--- src/rtl/mult_pkg.sv ---
// Shared types and default sizing for the multiplier-sharing arbiter slice.
package mult_pkg;

  localparam int DefaultWidth  = 4;
  localparam int DefaultNumReq = 4;

  typedef logic [DefaultWidth-1:0]   multiplicand_t;
  typedef logic [2*DefaultWidth-1:0] product_t;

  typedef struct packed {
    logic [$clog2(DefaultNumReq)-1:0] id;
    product_t                         product;
  } rsp_t;

endpackage

--- src/rtl/multiplier.sv ---
// Purely combinational unsigned multiplier; the product is wide enough to never overflow.
module multiplier #(
  parameter int Width = 4
) (
  input  logic [Width-1:0]   a_i,
  input  logic [Width-1:0]   b_i,
  output logic [2*Width-1:0] p_o
);

  assign p_o = {{Width{1'b0}}, a_i} * {{Width{1'b0}}, b_i};

endmodule

--- src/rtl/rr_arbiter.sv ---
// Round-robin arbiter: scans from ptr with wrap, grants only when enabled, and
// moves ptr just past the winner on every grant.
module rr_arbiter #(
  parameter  int NumReq = 4,
  localparam int IdW    = $clog2(NumReq)
) (
  input  logic              clk_i,
  input  logic              rst_ni,
  input  logic [NumReq-1:0] req_i,
  input  logic              en_i,
  output logic [NumReq-1:0] gnt_o,
  output logic [IdW-1:0]    gnt_idx_o
);

  logic [IdW-1:0] ptr_q;
  logic [IdW:0]   cand;
  logic           found;

  // One extra bit on the candidate index keeps the modulo wrap exact for any NumReq.
  always_comb begin
    found     = 1'b0;
    gnt_idx_o = '0;
    cand      = '0;
    for (int k = 0; k < NumReq; k++) begin
      cand = {1'b0, ptr_q} + (IdW+1)'(k);
      if (cand >= (IdW+1)'(NumReq)) cand = cand - (IdW+1)'(NumReq);
      if (!found && req_i[cand[IdW-1:0]]) begin
        found     = 1'b1;
        gnt_idx_o = cand[IdW-1:0];
      end
    end
  end

  always_comb begin
    gnt_o = '0;
    if (en_i && found) gnt_o[gnt_idx_o] = 1'b1;
  end

  always_ff @(posedge clk_i or negedge rst_ni) begin
    if (!rst_ni) begin
      ptr_q <= '0;
    end else if (en_i && found) begin
      ptr_q <= (gnt_idx_o == IdW'(NumReq-1)) ? '0 : gnt_idx_o + IdW'(1);
    end
  end

endmodule

--- src/rtl/mult_arbiter.sv ---
// Shares one multiplier among NumReq requesters; the winner's product and index
// are registered on a single valid/ready response port.
module mult_arbiter
  import mult_pkg::*;
#(
  parameter  int Width  = DefaultWidth,
  parameter  int NumReq = DefaultNumReq,
  localparam int IdW    = $clog2(NumReq)
) (
  input  logic                         clk_i,
  input  logic                         rst_ni,
  input  logic [NumReq-1:0]            req_valid_i,
  output logic [NumReq-1:0]            req_ready_o,
  input  logic [NumReq-1:0][Width-1:0] req_a_i,
  input  logic [NumReq-1:0][Width-1:0] req_b_i,
  output logic                         rsp_valid_o,
  input  logic                         rsp_ready_i,
  output logic [IdW-1:0]               rsp_id_o,
  output logic [2*Width-1:0]           rsp_product_o
);

  typedef struct packed {
    logic [IdW-1:0]     id;
    logic [2*Width-1:0] product;
  } rsp_reg_t;

  rsp_reg_t           rsp_q;
  logic               rsp_valid_q;
  logic               can_load;
  logic               accept;
  logic [NumReq-1:0]  gnt;
  logic [IdW-1:0]     gnt_idx;
  logic [Width-1:0]   mux_a;
  logic [Width-1:0]   mux_b;
  logic [2*Width-1:0] product;

  // Gating with rst_ni drops every ready the moment reset is asserted.
  assign can_load = rst_ni && (!rsp_valid_q || rsp_ready_i);
  assign accept   = |gnt;

  rr_arbiter #(.NumReq(NumReq)) u_arb (
    .clk_i     (clk_i),
    .rst_ni    (rst_ni),
    .req_i     (req_valid_i),
    .en_i      (can_load),
    .gnt_o     (gnt),
    .gnt_idx_o (gnt_idx)
  );

  assign mux_a = req_a_i[gnt_idx];
  assign mux_b = req_b_i[gnt_idx];

  multiplier #(.Width(Width)) u_mult (
    .a_i (mux_a),
    .b_i (mux_b),
    .p_o (product)
  );

  always_ff @(posedge clk_i or negedge rst_ni) begin
    if (!rst_ni) begin
      rsp_valid_q <= 1'b0;
      rsp_q       <= '0;
    end else if (accept) begin
      rsp_valid_q   <= 1'b1;
      rsp_q.id      <= gnt_idx;
      rsp_q.product <= product;
    end else if (rsp_ready_i) begin
      rsp_valid_q <= 1'b0;
    end
  end

  assign req_ready_o   = gnt;
  assign rsp_valid_o   = rsp_valid_q;
  assign rsp_id_o      = rsp_q.id;
  assign rsp_product_o = rsp_q.product;

endmodule

--- config.mk ---
export PLATFORM = sky130hd
export DESIGN_NAME = mult_arbiter
export DESIGN_NICKNAME = d
export VERILOG_FILES = /design/src/rtl/mult_pkg.sv /design/src/rtl/multiplier.sv /design/src/rtl/rr_arbiter.sv /design/src/rtl/mult_arbiter.sv
export SDC_FILE = /design/constraint.sdc
export NUM_CORES = 1
export LEC_CHECK = 0
export BUFFER_PORTS_ARGS = -buffer_cell sky130_fd_sc_hd__buf_2
export CORE_UTILIZATION = 49
export DETAILED_ROUTE_END_ITERATION = 8
export PLACE_DENSITY = 0.86
export SETUP_SLACK_MARGIN = 0.3
export SKIP_LAST_GASP = 1
export SLEW_MARGIN = 10
export SYNTH_ARGS = -nofsm -noshare
export SYNTH_HDL_FRONTEND = slang
export SYNTH_HIERARCHICAL = 1
export SYNTH_SLANG_ARGS = --single-unit
export TNS_END_PERCENT = 10
--- constraint.sdc ---
create_clock -name clk_i -period 5.37 [get_ports clk_i]
set_input_delay 0.8055 -clock clk_i [delete_from_list [all_inputs] [get_ports clk_i]]
set_output_delay 0.8055 -clock clk_i [all_outputs]
set_load 0.02 [all_outputs]
==> metrics.txt, run 1 <==
status finished, final reports clean; Final Slew Violations 0; top post-synthesis cells by count and2_1, ha_1, dfrtp_1, mux2_2, mux4_2; Core Region 0.00254 mm2; drc violations 0; initial DRC count 18; drt pass-1 iters 4; Mean Syn Cell Area approximately 11 um2; site row count 18; Post-synth top flop dfrtp_1; Post-Syn Area 0.00135 mm2; most frequent CP cell fa_1; CP Cell Sequence buf_2 > or4_1 > and4_1 > mux4_2 > nand2_1 > fa_1 > inv_1 > fa_1 > ha_1 > a211oi_2 > nor3_1 > or3b_1 > mux2_2; post-layout minimum cycle time approximately 4.7 ns; Seq/Total Area, Yosys 24.2%; Buf+Inv Stages, Crit Path 2; Crit. End Element register; period utilisation layout between 80 and 90%; vias per cell 5.69; TNS Setup 0 ns; die height 54.4 um; clk sinks 13; CP top delay family simple AND/OR/NAND/NOR gates; CP Launch Type primary input; synth warn 6; io pins 54; GRT Total Usage 22.9%; Post-Synthesis Cells 118; post-cts sizing count 0; main area contributors after synthesis dfrtp_1, ha_1, mux4_2; via count 1150; hold buffer count at CTS 0; Antenna diodes 0; Root Driver clkbuf_4; clock skew 0.00694 ns; total global routing overflow 0; Clock transition at path regs 0.09 ns; PortBufs 53; Final GP Congestion 0.808; Initial Util 52.9%; P_leak 0.849 nW; Routed WL 3.16 mm; worst-path fanout max 11; final net count 232; Max Freq 213 MHz; Max-cap violations 0; largest net degree at the start of global routing 15; share of the synthesized area in the top cell type 24.2%; reg2reg end rsp_product_o[7]; Setup Buffers After CTS 0; fin util 65.0%; layout cells sized above 1 47.1%; Max VDD drop 0.422 mV; post-synth top area cell dfrtp_1; Post-synth EDFFs 0; ys async rst share 100%; WL/cell 15.6 um; count leader, synth and2_1; Hold Vio Cnt, Final 0; area grow syn2layout 23.1%; global-route wire length before repair 4.76 mm; vias in the first global route ~1100; initial antenna violation count 0; Inserted Clock Buffers 3; Syn Nets approximately 180; Final Setup Violations 0; max incr delay on CP 0.55 ns; die area 0.00296 mm2; synthesis-stage register bit count 13; Reg-to-Reg Start u_arb/ptr_q[1]; DIE WIDTH around 54 um; Bufs on Longest Clock Path 2; Worst R2R Path Depth 13; Crit. path cell count 13; unique cell type count in the Yosys netlist 36; R2R setup slack 0.85 ns; Data arrival, critical path 4.87 ns; HP Class in -> async; Cell Pwr Density 644 mW/mm2; worst path required time 5.54 ns; CP Class in -> reg; CTS H-Tree Depth 1; Antenna Nets Post-Route 0; Min Hold Slack approximately 0.39 ns; CTS tree built; unrepaired setup endpoints after global routing false; Slew HR 24.5%; Worst-Skew Late Latency roughly 0.28 ns; Final HPWL DP about 2.6 mm; CP max-delay cell or4_1; Worst Tran Pin Value between 1 and 1.5 ns
## state kept, by name (all words and copies together) (netlist names)
signal	cells
rsp_id_o	2
rsp_product_o	8
rsp_valid_o	1
u_arb/ptr_q	2
## cell families (layout without fill, tap and decap cells)
kind of cell / Yosys count / count (layout) / share of synthesized area (%)
XOR/XNOR: 3 / 3 / 1.95
adder cells (fa/ha/maj): 20 / 20 / 20.8
flip-flops: 13 / 13 / 24.2
multiplexers: 19 / 19 / 22.5
AO/OA/AOI/OAI: 17 / 17 / 10.7
buffers and inverters: 9 / 63 / 3.16
AND/OR/NAND/NOR: 37 / 37 / 16.7
## worst reg2reg max path: cells and delay by family, from the launching register on
family,cells,cell delay [ns]
simple gates,5,1.32
fa+ha+maj,3,1.19
mux,3,1.06
compound gates,1,0.27
buf+inv,1,0.09
flops,1,0.47
## area by class of cell
| class | instances | area, um2 |
|---|---|---|
| Multi-Input combinational cell | 96 | 977 |
| Sequential cell | 13 | 325 |
| Fill cell | 208 | 890 |
| Inverter | 6 | 22.5 |
| Timing Repair Buffer | 53 | 265 |
| Tap cell | 30 | 37.5 |
| Clock inverter | 1 | 5.00 |
| Clock buffer | 3 | 22.5 |
## power breakdown
group	switching, W	internal (W)
clock	0.0000341	0.0000277
combinational	0.000436	0.000387
sequential	0.0000315	0.000149
## how the worst max path moves through the flow
stage	startpoint	to	slack, ns
3_5_place_dp	req_valid_i[2]	rsp_product_o[7]	0.38
2_1_floorplan	req_valid_i[2]	rsp_product_o[7]	0.73
4_1_cts	req_valid_i[2]	rsp_product_o[7]	0.67
5_1_grt	req_valid_i[2]	rsp_product_o[7]	0.50
6_report	req_valid_i[2]	rsp_product_o[7]	0.67
3_3_place_gp	req_valid_i[2]	rsp_product_o[7]	0.49
## cells in the final DEF, fill, tap and decap left out, types with 2 or more instances in the layout
master / synthesis / final
nand2_1: 7 / 7
a21oi_1: 4 / 4
and2_1: 18 / 18
mux4_2: 8 / 8
xnor2_1: 2 / 2
buf_2: 1 / 53
inv_1: 6 / 6
a21o_1: 2 / 2
nand2b_1: 3 / 3
clkbuf_4: 0 / 3
ha_1: 16 / 16
dfrtp_1: 13 / 13
mux2_2: 10 / 10
fa_1: 4 / 4
or3b_1: 2 / 2
## metal layers
layer,GRT usage [%],wire (um)
met1,28.4,1410
met2,41.5,1640
met3,2.50,91
met4,6.84,22
met5,0,0
## per-stage QoR
stage | setup WS, ns | power [W] | area (um2) | cells
final | 0.671 | 0.00107 | 1660 | 202
after global routing | 0.499 | 0.00116 | 1660 | 202
after CTS | 0.667 | 0.00108 | 1660 | 202
after detailed placement | 0.375 | 0.00101 | 1630 | 198
after global placement | 0.492 | 0.000967 | 1630 | 198
after floorplan | 0.727 | 0.000825 | 1350 | 118
No activity file was read; power rests on OpenSTA's default activity.
==> run 2, diff against run 1 <==
Settings changed: BUFFER_PORTS_ARGS -buffer_cell sky130_fd_sc_hd__buf_2 to -buffer_cell sky130_fd_sc_hd__buf_4, SETUP_SLACK_MARGIN 0.3 to default.
==> metrics.txt, run 2 (same netlist as run 1, synthesis figures left out) <==
post-cts sizing count 0; Cell Pwr Density 619 mW/mm2; drc violations 0; Worst R2R Path Depth 13; fillers 201; most frequent cells in the layout buf_4, and2_1, ha_1, dfrtp_1, mux2_2; via count 1152; largest net degree at the start of global routing 15; global-route wire length before repair 4.85 mm; met2 Use GR 43.9%; Final Slew Violations 0; period utilisation layout a little under 90%; vias in the first global route around 1100; Core Region 0.00254 mm2; Setup Buffers After CTS 0; worst path required time 5.54 ns; Reg-to-Reg Start u_arb/ptr_q[1]; CP Launch Type primary input; Data arrival, critical path 4.85 ns; final net count 232; vias per cell 5.70; HP Class in -> async; Crit. End Element register; CTS H-Tree Depth 1; Critical Path End rsp_product_o[7]; initial DRC count 12; area of placed instances approximately 0.0018 mm2; Initial Util 52.9%; GR Util met1 27.9%; Clock transition at path regs about 0.080 ns; site row count 18; Antenna Nets Post-Route 0; commonest non-fill, non-tap cell in the layout buf_4; DIE WIDTH 54.4 um; Worst Tran Pin Value between 1 and 1.5 ns; total global routing overflow 0; Routed WL 3.29 mm; CP Class in -> reg; worst-path fanout max 11; initial antenna violation count 0; status finished, final reports clean; WL/cell 16.3 um; TNS Setup 0 ns; P_leak 0.886 nW; io pins 54; unrepaired setup endpoints after global routing false; die area 0.00296 mm2; Final Setup Violations 0; Antenna diodes 0; Worst-Skew Late Latency 0.28 ns; Max Freq 214 MHz; clk sinks 13; Slew HR 22.9%; Bufs on Longest Clock Path 2; hold buffer count at CTS 0; R2R setup slack 0.89 ns; GRT Max-Usage Layer met2; CTS tree built; multi-input logic area around 980 um2; Max-cap violations 0; post-layout minimum cycle time ~4.7 ns; flip-flop count of the largest register after layout 8; clock skew 0.00108 ns; Inserted Clock Buffers 3; Hold Vio Cnt, Final 0; GRT Total Usage 23.5%; reg2reg end rsp_product_o[7]; PortBufs 53; met3 Use GR 4.72%; area grow syn2layout 32.8%; Final GP Congestion 0.786; Worst Setup SP req_valid_i[2]; Overall Power about 0.0011 W; Root Driver clkbuf_4; Max VDD drop 0.462 mV; layout cells sized above 1 between 40% and 50%; sequential cell area 325 um2; die height 54.4 um; fin area 0.00179 mm2; Final HPWL DP approximately 2.8 mm; drt pass-1 iters 3
run 2: cell types whose count changed in the layout (fill, tap and decap cells not counted):
cell and delta:
buf_2 -53, buf_4 +53, clkbuf_1 +1, clkinv_2 -1
run 2: final cells by class:
class / instances / area share, %
inverters: 6 / 1.26
clock buffers: 4 / 1.47
well taps: 30 / 2.10
multi-input cells: 96 / 54.7
flip-flops and latches: 13 / 18.2
repair buffers: 53 / 22.3
run 2: per-layer routing:
metal	vias up	wire length [um]
met2	28	1790
met4	0	22
met1	574	1370
met5	-	0
li1	547	-
met3	3	114
run 2: worst min-delay path by stage:
stage,startpoint,to,slack (ns),cells past startpoint
4_1_cts,rst_ni,rsp_product_o[5],0.35,1
5_1_grt,rst_ni,rsp_product_o[6],0.36,1
3_5_place_dp,rsp_product_o[7],rsp_product_o[7],0.50,1
3_3_place_gp,rsp_valid_o,rsp_valid_o,0.48,2
2_1_floorplan,rst_ni,rsp_id_o[0],0.51,0
6_report,rst_ni,rsp_valid_o,0.35,1
run 2: power by group:
part | switching [W] | internal, W
combinational | 0.000442 | 0.000420
clock | 0.0000334 | 0.0000289
sequential | 0.0000338 | 0.000149
total | 0.000509 | 0.000598
run 2: worst max-delay path, stage by stage:
cell      delay, ns
buf_4          0.12
or4_1          0.54
and4_1         0.41
mux4_2         0.46
nand2_1        0.08
fa_1           0.53
inv_1          0.05
fa_1           0.53
ha_1           0.36
a211oi_2       0.25
nor3_1         0.08
or3b_1         0.34
mux2_2         0.26
run 2: metrics by stage:
step / instances / utilization, % / hold WS [ns] / worst slack, ns
6_report: 202 / 70.2 / 0.350 / 0.697
5_1_grt: 202 / 70.2 / 0.356 / 0.527
4_1_cts: 202 / 70.2 / 0.349 / 0.679
3_5_place_dp: 198 / 69.2 / 0.498 / 0.376
3_3_place_gp: 198 / 69.2 / 0.481 / 0.483
2_1_floorplan: 118 / - / 0.510 / 0.727
